===== config.mk =====
export PLATFORM = sky130hd
export DESIGN_NAME = mux_n_pipe
export DESIGN_NICKNAME = d
export VERILOG_FILES = /design/src/rtl/mux_pkg.sv /design/src/rtl/skid_buffer.sv /design/src/rtl/mux_n_pipe.sv
export SDC_FILE = /design/constraint.sdc
export NUM_CORES = 1
export LEC_CHECK = 0
export ABC_CLOCK_PERIOD_IN_PS = 1910
export CORE_MARGIN = 2
export CORE_UTILIZATION = 53
export DETAILED_ROUTE_END_ITERATION = 8
export DONT_BUFFER_PORTS = 1
export PLACE_DENSITY = 0.71
export SYNTH_ARGS = -nofsm -noshare
export SYNTH_HDL_FRONTEND = slang
export SYNTH_HIERARCHICAL = 1
export SYNTH_SLANG_ARGS = --single-unit

===== constraint.sdc =====
create_clock -name clk -period 1.91 [get_ports clk]
set_clock_uncertainty 0.2 [all_clocks]
set_input_delay 0.191 -clock clk [delete_from_list [all_inputs] [get_ports clk]]
set_output_delay 0.191 -clock clk [all_outputs]
set_load 0.005 [all_outputs]

===== src/rtl/mux_pkg.sv =====
// Shared helpers for the selecting-mux pipeline: select-width sizing and
// the storage width of the out-of-range default value.
package mux_pkg;

    localparam int DEFAULT_W = 32;

    // Never narrower than one bit, so a 2:1 mux still has a real select.
    function automatic int sel_width(input int n);
        return (n <= 2) ? 1 : $clog2(n);
    endfunction

endpackage


===== src/rtl/skid_buffer.sv =====
// One-entry valid/ready skid buffer with a registered ready, so upstream
// never sees a combinational path from out_ready.
module skid_buffer #(
    parameter int DATA_W = 33
) (
    input  logic              clk,
    input  logic              rst_n,
    input  logic [DATA_W-1:0] in_data,
    input  logic              in_valid,
    output logic              in_ready,
    output logic [DATA_W-1:0] out_data,
    output logic              out_valid,
    input  logic              out_ready
);

    logic              accept;
    logic              load;
    logic              skid_full;
    logic              skid_full_nxt;
    logic [DATA_W-1:0] skid_data;

    always_comb begin
        accept        = in_valid & in_ready;
        load          = !out_valid | out_ready;
        skid_full_nxt = skid_full;
        if (load) begin
            if (skid_full) skid_full_nxt = accept;
        end else if (accept) begin
            skid_full_nxt = 1'b1;
        end
    end

    // Output stage: the skid always drains ahead of any new beat.
    always_ff @(posedge clk or negedge rst_n) begin
        if (!rst_n) begin
            out_valid <= 1'b0;
            out_data  <= '0;
            skid_full <= 1'b0;
            in_ready  <= 1'b1;
        end else begin
            skid_full <= skid_full_nxt;
            in_ready  <= !skid_full_nxt;
            if (load) begin
                out_valid <= skid_full | accept;
                if (skid_full)   out_data <= skid_data;
                else if (accept) out_data <= in_data;
            end
        end
    end

    always_ff @(posedge clk) begin
        if (accept && (!load || skid_full)) skid_data <= in_data;
    end

endmodule


===== src/rtl/mux_n_pipe.sv =====
// N-input selecting mux registered behind a skid buffer; out-of-range
// selects produce DEFAULT_VALUE plus per-beat and sticky error flags.
module mux_n_pipe
    import mux_pkg::*;
#(
    parameter int                   WIDTH         = 32,
    parameter int                   N             = 3,
    parameter logic [DEFAULT_W-1:0] DEFAULT_VALUE = '0,
    localparam int                  SEL_W         = sel_width(N)
) (
    input  logic               clk,
    input  logic               rst_n,
    input  logic [N*WIDTH-1:0] in_data,
    input  logic [SEL_W-1:0]   in_sel,
    input  logic               in_valid,
    output logic               in_ready,
    output logic [WIDTH-1:0]   out_data,
    output logic               out_valid,
    input  logic               out_ready,
    output logic               out_err,
    output logic               err_sticky,
    input  logic               err_clear
);

    logic             accept;
    logic [WIDTH-1:0] sel_data_p0;
    logic             sel_err_p0;
    logic [WIDTH:0]   out_word;

    assign accept = in_valid & in_ready;

    // Any select value that matches no input falls through to the default.
    always_comb begin
        sel_data_p0 = WIDTH'(DEFAULT_VALUE);
        sel_err_p0  = 1'b1;
        for (int k = 0; k < N; k++) begin
            if (in_sel == SEL_W'(k)) begin
                sel_data_p0 = in_data[k*WIDTH +: WIDTH];
                sel_err_p0  = 1'b0;
            end
        end
    end

    // Stage p0 -> p1: selection and its error bit travel together.
    skid_buffer #(
        .DATA_W (WIDTH + 1)
    ) u_skid (
        .clk       (clk),
        .rst_n     (rst_n),
        .in_data   ({sel_err_p0, sel_data_p0}),
        .in_valid  (in_valid),
        .in_ready  (in_ready),
        .out_data  (out_word),
        .out_valid (out_valid),
        .out_ready (out_ready)
    );

    assign out_data = out_word[WIDTH-1:0];
    assign out_err  = out_word[WIDTH];

    // Setting beats a simultaneous clear.
    always_ff @(posedge clk or negedge rst_n) begin
        if (!rst_n)                     err_sticky <= 1'b0;
        else if (accept && sel_err_p0)  err_sticky <= 1'b1;
        else if (err_clear)             err_sticky <= 1'b0;
    end

endmodule


Word-level counts from Yosys, hierarchy flattened
Cells that the tools add are included.
{ "totals": {"out_inout_bits": 36, "in_bits": 103, "reg_bits": 70, "wordCells": 34} }
{ "op_classes": {"eq_ne": 2, "bitwise_logic": 3, "n_mux": 13, "reduce_logical": 10} }
{ "ops": {"columns": ["operator", "count"], "rows": [
  ["32-bit 2-to-1 mux", 3],
  ["33-bit 2-to-1 mux", 2],
  ["1-bit 2-to-1 mux", 8],
  ["2-bit nonzero test", 2],
  ["1-bit logical NOT", 3],
  ["2-bit by 1-bit equality test with 1-bit output, second input constant", 1],
  ["2-bit equality test, second input constant", 1],
  ["1-bit logical AND", 2],
  ["2-bit logical NOT", 1],
  ["1-bit OR", 2],
  ["2-bit AND reduction", 1],
  ["1-bit AND", 1],
  ["1-bit logical OR", 1]
]} }

Logic depth before layout (Yosys ltp)
{ "logic_depth": {"depth_word": 6, "depth_mapped": 7} }

By module
Netlist, hierarchy kept.
{ "modules_own_cells": {"columns": ["module", "area_each_um2", "cells_per_inst", "instances"], "rows": [
  ["skid_buffer", 2974.1, 149, 1],
  ["mux_n_pipe", 982.2, 81, 1]
]} }

Least setup slack after synthesis
OpenSTA, ideal clock, no wires.
{ "synth_path": {"path_kind": "register -> register", "from": "register u_skid.skid_full", "to": "register u_skid.skid_data[0], enable pin", "required_time_ps": 1321, "slack_ps": -116, "path_stages_with_launch": 4, "t_arrival_ps": 1437, "period_less_slack_ps": 2026, "cell_sequence": "dfrtp_1 -> buf_6 -> buf_8 -> o211a_1"} }
{ "synth_via": {"elab_chain_len": 2} }
{ "synth_rtl": {"columns": ["element", "line_no", "rtl"], "rows": [
  ["start, declared", "skid_buffer.sv:18", "logic skid_full;"],
  ["start signal, assigned", "skid_buffer.sv:41", "skid_full <= skid_full_nxt;"],
  ["1-bit logical OR", "skid_buffer.sv:52", "if (accept && (!load || skid_full)) skid_data <= in_data;"],
  ["1-bit logical AND", "skid_buffer.sv:52", null],
  ["end signal, assigned", "skid_buffer.sv:52", null],
  ["end, declared", "skid_buffer.sv:20", "logic [DATA_W-1:0] skid_data;"]
]} }
No other way between the ends.
A chain may end at the register's enable or synchronous reset.

Final worst setup path
{ "layout_path": {"from": "input in_sel[1]", "to": "register u_skid.skid_data[22] (data pin)"} }
{ "layout_via": {"elab_chain_len": 4, "word_cells_on_any_way": 6, "cone_classes": "2 x eq/ne; 3 x mux; 1 x reduce/logical"} }
{ "layout_rtl": {"columns": ["element", "line_no", "rtl"], "rows": [
  ["start, declared", "mux_n_pipe.sv:14", "input logic [SEL_W-1:0] in_sel,"],
  ["2-bit logical NOT", "mux_n_pipe.sv:37", "if (in_sel == SEL_W'(k)) begin"],
  ["32-bit 2-to-1 mux (2 in series)", "mux_n_pipe.sv:37", null],
  ["32-bit 2-to-1 mux *", "mux_n_pipe.sv:37", null],
  ["via sel_data_p0[22]", "mux_n_pipe.sv:26", "logic [WIDTH-1:0] sel_data_p0;"]
]} }
The timed path passes the listed nets; every way through them passes the cells marked *.

==> flow_metrics.py <==
metrics = {
    "place": {
        "dp_hpwl_mm": 4.81,
        "placed_area_mm2": 0.00394,
        "port_buffers": 0,
        "gp_congestion": 0.716,
    },
    "sta": {
        "whs_ns": 0.0324,
        "setup_viol": 0,
        "slew-limit-headroom": 0.229,
        "fmax_mhz": 547,
        "finalHoldViolCount": 0,
        "min_period_ns": 1.83,
        "worst_pin_slew_ns": 1.15,
        "finalCritPeriodShare": 0.956,
        "rsz0062_at_grt": "no",
        "slew_viol_final": 0,
    },
    "route": {
        "drc": 0,
        "final_antenna_net_count": 0,
        "firstDrtPassIters": 4,
        "wl_per_cell_um": 19.8,
        "wirelength_mm": 7.94,
        "viasPerCell": 5.51,
        "vias": 2214,
        "drt_iter0_markers": 49,
    },
    "global_route": {
        "grt_max_degree": 38,
        "antenna_found_initial": 0,
        "grt_pass1_vias": 2424,
        "grt_pass1_wl_mm": 12.6,
        "grt-ovfl-total": 0,
        "grt_usage": 0.198,
    },
    "pwr": {
        "peakVddDrop_uv": 611,
        "power.leakage_uw": 0.00201,
        "power_uw": 5910,
        "power_density_mw_per_mm2": 1220,
    },
    "finish": {
        "antennaDiodeCount": 0,
        "fill_cells": 555,
        "num-nets-final": 401,
        "seqCellArea_mm2": 0.00192,
        "multi_input_area_mm2": 0.00182,
        "area_growth_pct": 22.0,
        "design_area_mm2": 0.00483,
        "drive_gt1_frac": 0.399,
    },
    "cts": {
        "clock-sinks": 70,
        "cts_root_buf": "clkbuf_8",
        "post_cts_resized": 0,
        "cts_tree": "yes",
        "h-tree-depth": 3,
        "cts_setup_buffers": 0,
        "path_clk_slew_ns": 0.07,
        "clk_latency_ns": 0.34,
        "cts_buffer_depth": 2,
        "numCtsBuffers": 9,
    },
    "worst_setup_path": {
        "regToRegSetupSlack_ns": 0.18,
        "crit_path_end_kind": "flop",
        "worstPathMaxFanout": 32,
        "r2r_start": "u_skid/in_ready$_DFF_PN1_",
        "regToRegEndpoint": "u_skid/out_data[21]$_DFFE_PN0P_",
        "crit_arrival_ns": 1.83,
        "start_kind": "primary input",
        "required_ns": 1.91,
        "r2r_cells": 4,
        "crit_type": "in -> reg",
    },
    "logic_synthesis": {
        "synth_top_family_by_area": "multiplexers",
        "synthSimpleGateAreaFrac": 0.0101,
        "yosysSeqAreaShare": 0.485,
        "synth_flop_cell": "dfrtp_1",
        "synthXorXnorAreaFrac": 0,
        "netlist.top_cell.by_area": "edfxtp_1",
        "syn_area_mm2": 0.00396,
        "synth_edf_count": 33,
        "ys_ff_latch": 70,
        "syn-num-nets": 333,
        "synthMuxAreaShare": 0.317,
        "synth_compound_area_frac": 0.130,
        "synthArstFlopShare": 0.529,
        "ys_warn_count": 6,
        "synth_area_leaders": "edfxtp_1 25%, dfrtp_1 23%, mux2_4 19%",
        "ys_types": 23,
        "yosysMostFrequentCell": "mux2_4",
        "syn_avg_cell_area_um2": 17.2,
        "synthTopCellsByCount": "51 x mux2_4, 36 x dfrtp_1, 33 x edfxtp_1",
        "synth_top_area_frac": 0.250,
        "synthAdderAreaFrac": 0,
        "syn_inst": 230,
    },
    "die": {
        "dieArea_mm2": 0.00817,
        "die_w_um": 90.4,
        "initial_core_util": 0.545,
        "ioPinCount": 139,
        "core_area_mm2": 0.00725,
        "rows": 31,
        "fp.dieH_um": 90.4,
    },
    "worst_hold_path": {
        "holdCritStartpoint": "in_data[31]",
        "hold_depth": 2,
        "worstHoldEndpoint": "u_skid/skid_data[31]$_DFFE_PP_",
        "min_path_type": "in -> reg",
    },
    "status": {
        "status": "complete, no violations",
    },
    "job": {
        "cap_violations": 0,
    },
}
## cell usage in the layout, fill, tap and decap left out, types with 2 or more instances in the layout
cell type / n
a21oi_1: 2
buf_12: 5
mux2_2: 15
dlygate4sd3_1: 69
mux2i_1: 32
clkbuf_1: 4
clkinv_2: 2
nor2b_2: 2
o2bb2ai_1: 2
o2bb2ai_2: 30
clkbuf_8: 10
mux2_4: 51
edfxtp_1: 33
dfrtp_1: 35
## through the flow
step	TNS, ns	worst slack (ns)	utilization	instances
finish	0	0.0833	0.665	402
global route	0	0.0638	0.665	402
CTS	0	0.0303	0.664	401
detailed placement	-0.00280	-0.00280	0.544	315
global placement	0	0.0460	0.544	315
floorplan	0	0.0865	-	230
## cells by family after synthesis
group	count (synthesis)
flip-flops	70
buffers and inverters	20
AND/OR/NAND/NOR	4
AO/OA/AOI/OAI	38
multiplexers	98
## sequential cells by signal, indices dropped and copies added (netlist names)
register          cells
err_sticky            1
u_skid/skid_data     33
u_skid/in_ready       1
u_skid/out_data      33
u_skid/out_valid      1
u_skid/skid_full      1
## cell type report
type                            instances  share of cell area
Clock buffer                           14              0.0316
Clock inverter                          2             0.00207
Inverter                                1            0.000778
Multi-Input combinational cell        141               0.377
Sequential cell                        70               0.398
Tap cell                               99              0.0257
Timing Repair Buffer                   75               0.165
## layer usage
| layer | GRT usage | part of all wire |
|---|---|---|
| met1 | 0.256 | 0.43 |
| met2 | 0.319 | 0.50 |
| met3 | 0.0543 | 0.060 |
| met4 | 0.0731 | 0.012 |
| met5 | 0 | 0 |
## report_power, final
group | internal (uW) | switching (uW) | total (uW)
clock | 506 | 531 | 1040
sequential | 2190 | 384 | 2570
combinational | 1480 | 825 | 2300
## worst max path at each step
stage	startpoint	cells after the start	slack [ns]	end
6_report	in_sel[1]	3	0.08	u_skid/skid_data[22]$_DFFE_PP_
2_1_floorplan	u_skid/skid_full$_DFF_PN0_	3	0.09	u_skid/skid_data[0]$_DFFE_PP_
5_1_grt	in_sel[1]	3	0.06	u_skid/skid_data[23]$_DFFE_PP_
4_1_cts	in_sel[1]	3	0.03	u_skid/skid_data[0]$_DFFE_PP_
3_5_place_dp	in_sel[1]	4	-0.003	u_skid/out_data[31]$_DFFE_PN0P_
3_3_place_gp	in_sel[1]	4	0.05	u_skid/out_data[0]$_DFFE_PN0P_
## critical path, cell delays in order
cell           delay (ns)
nor2b_2              0.90
o2bb2ai_2            0.16
dlygate4sd3_1        0.57
## repair_timing
item	4_1_cts	5_1_grt
hold endpoints to repair	74	0
hold buffers	70	0
setup endpoints to repair	0	6
Power figures use the tool's default switching activity.
